===== src/rtl/i2c_temp_target_if.sv =====
// rtl/i2c_temp_target_if.sv - I2C pin bundle between a bus master and the temperature target
// Ports: scl_in, sda_in  raw pin levels seen by the target
//        sda_oe          target open-drain pull-down request (1 = drive SDA low)
interface i2c_temp_target_if;
  logic scl_in;
  logic sda_in;
  logic sda_oe;

  modport master (output scl_in, output sda_in, input sda_oe);
  modport slave  (input scl_in, input sda_in, output sda_oe);
endinterface


===== src/rtl/i2c_temp_target.sv =====
// rtl/i2c_temp_target.sv - I2C target emulating a two-byte temperature sensor
// Ports: clk25 25 MHz clock; reset sync active-high
//        bus.scl_in/bus.sda_in raw pins (async), bus.sda_oe open-drain pull-down
//        temp_msb/temp_lsb bytes served on reads; pointer last written byte
//        busy transfer addressed to us; wr_strobe pointer update pulse;
//        rd_done pulse when the master NACKs a read byte
module i2c_temp_target #(
  parameter logic [6:0] DEV_ADDR = 7'h49,
  parameter int         HOLD_CYC = 8
) (
  input  logic                    clk25,
  input  logic                    reset,
  i2c_temp_target_if.slave        bus,
  input  logic [7:0]              temp_msb,
  input  logic [7:0]              temp_lsb,
  output logic [7:0]              pointer,
  output logic                    busy,
  output logic                    wr_strobe,
  output logic                    rd_done
);

  typedef enum logic [2:0] {
    IDLE, ADDR, ADDR_ACK, WR_BYTE, WR_ACK, RD_BYTE, RD_ACK, WAIT_STOP
  } state_t;

  state_t      state;
  logic        scl_s1, scl_s2, scl_h;
  logic        sda_s1, sda_s2, sda_h;
  logic [3:0]  bitcnt;
  logic [6:0]  shreg;
  logic [15:0] shadow;
  logic        byte_idx;
  logic        first_byte;
  logic        rw;
  logic [7:0]  hold_cnt;

  logic        scl_rise, scl_fall, start_det, stop_det, fire;
  logic [7:0]  byte_in, cur_byte;
  logic        rd_bit;

  assign scl_rise  = scl_s2 & ~scl_h;
  assign scl_fall  = ~scl_s2 & scl_h;
  assign start_det = scl_s2 & scl_h & sda_h & ~sda_s2;
  assign stop_det  = scl_s2 & scl_h & ~sda_h & sda_s2;
  // Every SDA change is deferred to this point, HOLD_CYC cycles after SCL fall.
  assign fire      = (hold_cnt == 8'd1);
  assign byte_in   = {shreg, sda_s2};
  assign cur_byte  = byte_idx ? shadow[7:0] : shadow[15:8];
  // Bits go out MSB first: bit index 7 - bitcnt.
  assign rd_bit    = cur_byte[~bitcnt[2:0]];

  always_ff @(posedge clk25) begin
    if (reset) begin
      scl_s1     <= 1'b1;
      scl_s2     <= 1'b1;
      scl_h      <= 1'b1;
      sda_s1     <= 1'b1;
      sda_s2     <= 1'b1;
      sda_h      <= 1'b1;
      state      <= IDLE;
      bitcnt     <= 4'd0;
      shreg      <= 7'd0;
      shadow     <= 16'd0;
      byte_idx   <= 1'b0;
      first_byte <= 1'b0;
      rw         <= 1'b0;
      hold_cnt   <= 8'd0;
      bus.sda_oe <= 1'b0;
      pointer    <= 8'h00;
      busy       <= 1'b0;
      wr_strobe  <= 1'b0;
      rd_done    <= 1'b0;
    end else begin
      scl_s1    <= bus.scl_in;
      scl_s2    <= scl_s1;
      scl_h     <= scl_s2;
      sda_s1    <= bus.sda_in;
      sda_s2    <= sda_s1;
      sda_h     <= sda_s2;
      wr_strobe <= 1'b0;
      rd_done   <= 1'b0;

      if (scl_fall) begin
        hold_cnt <= 8'(HOLD_CYC);
      end else if (hold_cnt != 8'd0) begin
        hold_cnt <= hold_cnt - 8'd1;
      end

      // Bus conditions override any SCL activity in the same cycle.
      if (start_det) begin
        state      <= ADDR;
        bitcnt     <= 4'd0;
        bus.sda_oe <= 1'b0;
        hold_cnt   <= 8'd0;
      end else if (stop_det) begin
        state      <= IDLE;
        bitcnt     <= 4'd0;
        bus.sda_oe <= 1'b0;
        busy       <= 1'b0;
        hold_cnt   <= 8'd0;
      end else begin
        case (state)
          ADDR: begin
            if (scl_rise) begin
              shreg  <= byte_in[6:0];
              bitcnt <= bitcnt + 4'd1;
              if (bitcnt == 4'd7) begin
                if (byte_in[7:1] == DEV_ADDR) begin
                  state      <= ADDR_ACK;
                  busy       <= 1'b1;
                  rw         <= byte_in[0];
                  // Capture both bytes together so a read never mixes two samples.
                  shadow     <= {temp_msb, temp_lsb};
                  byte_idx   <= 1'b0;
                  first_byte <= 1'b1;
                end else begin
                  state <= WAIT_STOP;
                  busy  <= 1'b0;
                end
              end
            end
          end

          // bitcnt is 8 on entry: the first deferred fall drives ACK, the 9th rise
          // bumps it to 9, and the following deferred fall ends the ACK slot.
          ADDR_ACK, WR_ACK: begin
            if (scl_rise) begin
              bitcnt <= bitcnt + 4'd1;
            end else if (fire) begin
              if (bitcnt == 4'd8) begin
                bus.sda_oe <= 1'b1;
              end else if (bitcnt == 4'd9) begin
                bitcnt <= 4'd0;
                if (state == ADDR_ACK && rw) begin
                  state      <= RD_BYTE;
                  bus.sda_oe <= ~shadow[15];
                end else begin
                  state      <= WR_BYTE;
                  bus.sda_oe <= 1'b0;
                end
              end
            end
          end

          WR_BYTE: begin
            if (scl_rise) begin
              shreg  <= byte_in[6:0];
              bitcnt <= bitcnt + 4'd1;
              if (bitcnt == 4'd7) begin
                state <= WR_ACK;
                if (first_byte) begin
                  pointer    <= byte_in;
                  wr_strobe  <= 1'b1;
                  first_byte <= 1'b0;
                end
              end
            end
          end

          RD_BYTE: begin
            if (scl_rise) begin
              bitcnt <= bitcnt + 4'd1;
            end else if (fire) begin
              if (bitcnt == 4'd8) begin
                bus.sda_oe <= 1'b0;
                state      <= RD_ACK;
              end else begin
                bus.sda_oe <= ~rd_bit;
              end
            end
          end

          RD_ACK: begin
            if (scl_rise) begin
              if (sda_s2) begin
                state   <= WAIT_STOP;
                rd_done <= 1'b1;
                busy    <= 1'b0;
              end else begin
                // Next byte's MSB goes out on the fall that ends this ACK.
                state    <= RD_BYTE;
                bitcnt   <= 4'd0;
                byte_idx <= ~byte_idx;
              end
            end
          end

          IDLE, WAIT_STOP: begin
            bus.sda_oe <= 1'b0;
          end

          default: begin
            state      <= IDLE;
            bus.sda_oe <= 1'b0;
          end
        endcase
      end
    end
  end

endmodule

===== src/flat_wrapper.sv =====
// flat-port wrapper written by rule: the top's interface ports become plain ports
module i2c_temp_target_flat 
#(
  parameter logic [6:0] DEV_ADDR = 7'h49,
  parameter int         HOLD_CYC = 8
)
  (clk25, reset, temp_msb, temp_lsb, pointer, busy, wr_strobe, rd_done, bus_scl_in, bus_sda_in, bus_sda_oe);
  i2c_temp_target_if bus_i ();
  input  logic clk25;
  input  logic reset;
  input  logic [7:0] temp_msb;
  input  logic [7:0] temp_lsb;
  output logic [7:0] pointer;
  output logic busy;
  output logic wr_strobe;
  output logic rd_done;
  input wire logic [$bits(bus_i.scl_in)-1:0] bus_scl_in;
  input wire logic [$bits(bus_i.sda_in)-1:0] bus_sda_in;
  output wire logic [$bits(bus_i.sda_oe)-1:0] bus_sda_oe;
  assign bus_i.scl_in = bus_scl_in;
  assign bus_i.sda_in = bus_sda_in;
  assign bus_sda_oe = bus_i.sda_oe;
  i2c_temp_target #(.DEV_ADDR(DEV_ADDR), .HOLD_CYC(HOLD_CYC)) u_core (.clk25(clk25), .reset(reset), .bus(bus_i), .temp_msb(temp_msb), .temp_lsb(temp_lsb), .pointer(pointer), .busy(busy), .wr_strobe(wr_strobe), .rd_done(rd_done));
endmodule

===== config.mk =====
export PLATFORM = sky130hd
export DESIGN_NAME = i2c_temp_target_flat
export DESIGN_NICKNAME = d
export VERILOG_FILES = /design/src/rtl/i2c_temp_target_if.sv /design/src/rtl/i2c_temp_target.sv /design/src/flat_wrapper.sv
export SDC_FILE = /design/constraint.sdc
export NUM_CORES = 1
export LEC_CHECK = 0
export CORE_MARGIN = 2
export CORE_UTILIZATION = 35
export CTS_BUF_LIST = sky130_fd_sc_hd__clkbuf_8 sky130_fd_sc_hd__clkbuf_16
export CTS_CLUSTER_SIZE = 28
export DETAILED_ROUTE_END_ITERATION = 16
export GPL_ROUTABILITY_DRIVEN = 0
export PLACE_DENSITY = 0.58
export SLEW_MARGIN = 0
export SYNTH_ARGS = -nofsm -noshare
export SYNTH_HDL_FRONTEND = slang
export SYNTH_SLANG_ARGS = --single-unit

===== constraint.sdc =====
create_clock -name clk25 -period 2.8 [get_ports clk25]
set_input_delay 0.28 -clock clk25 [delete_from_list [all_inputs] [get_ports clk25]]
set_output_delay 0.28 -clock clk25 [all_outputs]
set_load 0.02 [all_outputs]

==> impl_metrics.tcl <==
set metrics [dict create \
    min_path_type "register to register" \
    final_cells 472 \
    timing.max_cap.violations 0 \
    drc 0 \
    slew_viol_final 0 \
    place_ws_ns 0.688 \
    clockBufferDepth 2 \
    synth_area_per_cell_sq_um 8.84 \
    viasPerCell 5.22 \
    fmax_mhz 466 \
    wirelength_mm 6.36 \
    io-pin-count 32 \
    slew_headroom_pct 49.3 \
    p_per_area_mw_per_mm2 600 \
    yosysSeqAreaShare_pct 40.0 \
    postRouteAntennaNets 0 \
    synth_enable_flop_cells 0 \
    tightestPinTransition_ns 0.759 \
    syn-num-nets 360 \
    drtPass1Iterations 4 \
    h-tree-depth 3 \
    num_antenna_cells 0 \
    cts_tree "built" \
    synthCells 334 \
    synthToLayoutAreaGrowth_pct 19.9 \
    rsz0062_at_grt "false" \
    clockRootBuffer "clkbuf_8" \
    setup_viol 0 \
    setup_slack_ns 0.656 \
    final_core_util_pct 43.3 \
    seq_area_sq_mm 0.00118 \
    cts_setup_buffers 0 \
    ys_ff_latch 59 \
    rows 33 \
    finalClockSkew_ns 0.00976 \
    core_area_sq_mm 0.00818 \
    clock_sinks 59 \
    routedWlPerCell_um 13.5 \
    vias 2466 \
    fin_crit_ns 2.14 \
    yosys_warnings 0 \
    placed_cells 456 \
    setup-tns-final_ns 0 \
    hold_buffers 0 \
    synth_top_area_cell "dfxtp_1" \
    synth_area_leaders "dfxtp_1 (40%), mux2i_1 (11%), nor2_1 (5.7%)" \
    antenna_found_initial 0 \
    yosysMostFrequentCell "dfxtp_1" \
    synth-async-reset-ratio_pct 0 \
    crit_fanout 20 \
    die_area_sq_mm 0.00918 \
    grt_util_all_layers_pct 15.5 \
    start_kind "register" \
    hold_violations 0 \
    synth_common_cells "dfxtp_1 (59), nor2_1 (45), mux2i_1 (31), nand2_1 (31), a21oi_1 (16)" \
    die_y_um 95.8 \
    die_width_um 95.8 \
    p_leak_nw 1.37 \
    port_buffers 31 \
    overflow 0 \
    synth_top_area_share_pct 40.0 \
    min_period_over_period_pct 76.6 \
    path_clk_slew_ns 0.07 \
    cts_made_buffers 9 \
    drtIter0Drc 234 \
    clk_latency_ns 0.34 \
    status "completed" \
    critPathKind "register to register" \
    multi_input_area_sq_mm 0.00164 \
    hpwl_mm 4.52 \
    ir_drop_mv 0.229 \
    synth-main-ff-cell "dfxtp_1" \
    cp.required_ns 3.02 \
    layout.nets 388 \
    n_fill_cell 813 \
    drive_gt1_share_pct 10.4 \
    initial_core_util_pct 36.1 \
    cp.arrival_ns 2.36 \
    end_kind "register" \
    netlist-cell-type-count 54 \
    grt_pass1_vias 2349 \
    cts_resized 0 \
    fin_hold_ws_ns 0.409 \
    grt_pass1_wl_mm 11.0 \
    synth_area_sq_mm 0.00295 \
    grt_max_degree 43 \
]
## flip-flops by register name, summed over array words and instances, names as in the netlist, 3 cells and up
register         cells
u_core.shadow       16
u_core.hold_cnt      8
u_core.shreg         7
u_core.bitcnt        4
u_core.state         3
u_core.pointer       8
## stage by stage
step | power, W | cell area (sq um)
2_1_floorplan | 0.00132 | 2950
3_3_place_gp | 0.00141 | 3350
3_5_place_dp | 0.00142 | 3350
4_1_cts | 0.00216 | 3540
5_1_grt | 0.00226 | 3540
6_report | 0.00213 | 3540
## kinds of logic after synthesis
kind of cell	after synthesis	share of synthesized area (%)
compound gates	56	12.7
xor+xnor	9	2.67
fa+ha+maj	6	2.54
buf+inv	32	4.41
flops	59	40.0
mux	36	13.9
simple gates	136	23.7
## routing by layer
metal	vias up	track usage [%]	part of all wire, %
met5	-	0	0
met1	1148	19.9	47
li1	1241	-	-
met3	10	4.54	5.8
met2	67	23.5	46
met4	0	7.74	1.5
## layout make-up
cell class / count / area share, %
multi-input cells: 243 / 46.3
flip-flops and latches: 59 / 33.4
repair buffers: 37 / 10.0
clock buffers: 10 / 3.89
well taps: 105 / 3.71
clock inverters: 6 / 1.38
inverters: 12 / 1.27
## critical path: stages (launching register included)
cell and delay (ns):
dfxtp_1 0.51, nand4bb_1 0.30, nor2_1 0.30, and4_1 0.59, mux2i_1 0.26, nor2_1 0.06
## final timing paths
path,slack [ns],depth (start not counted),endpoint,start
hold reg to reg,0.41,1,u_core.scl_s2,u_core.scl_s1
setup reg to reg,0.66,5,u_core.pointer[6],u_core.state[2]
setup / recovery,0.66,5,u_core.pointer[6],u_core.state[2]
hold / removal,0.41,1,u_core.scl_s2,u_core.scl_s1
## where the power goes
group	switching (W)	leakage, nW	internal [W]	total, W
logic	0.000242	0.808	0.000207	0.000449
clock network	0.000373	0.0851	0.000350	0.000723
registers	0.0000606	0.478	0.000893	0.000954
## cell usage in the layout (no fill, tap or decap), drive strengths merged, types with 4 or more instances in the layout
cell,netlist,routed
ha,6,6
mux2i,31,31
a211oi,4,4
nand3b,4,4
clkdlybuf4s50,0,31
o211ai,5,5
nor3,8,8
mux4,4,4
nor2,45,45
a31oi,4,4
a21oi,16,16
xnor2,6,6
nand2,31,31
nand3,9,9
o21ai,10,10
inv,12,13
nor3b,7,7
clkbuf,15,10
or2,8,8
dfxtp,59,59
buf,5,6
No activity file was read; power rests on OpenSTA's default activity.
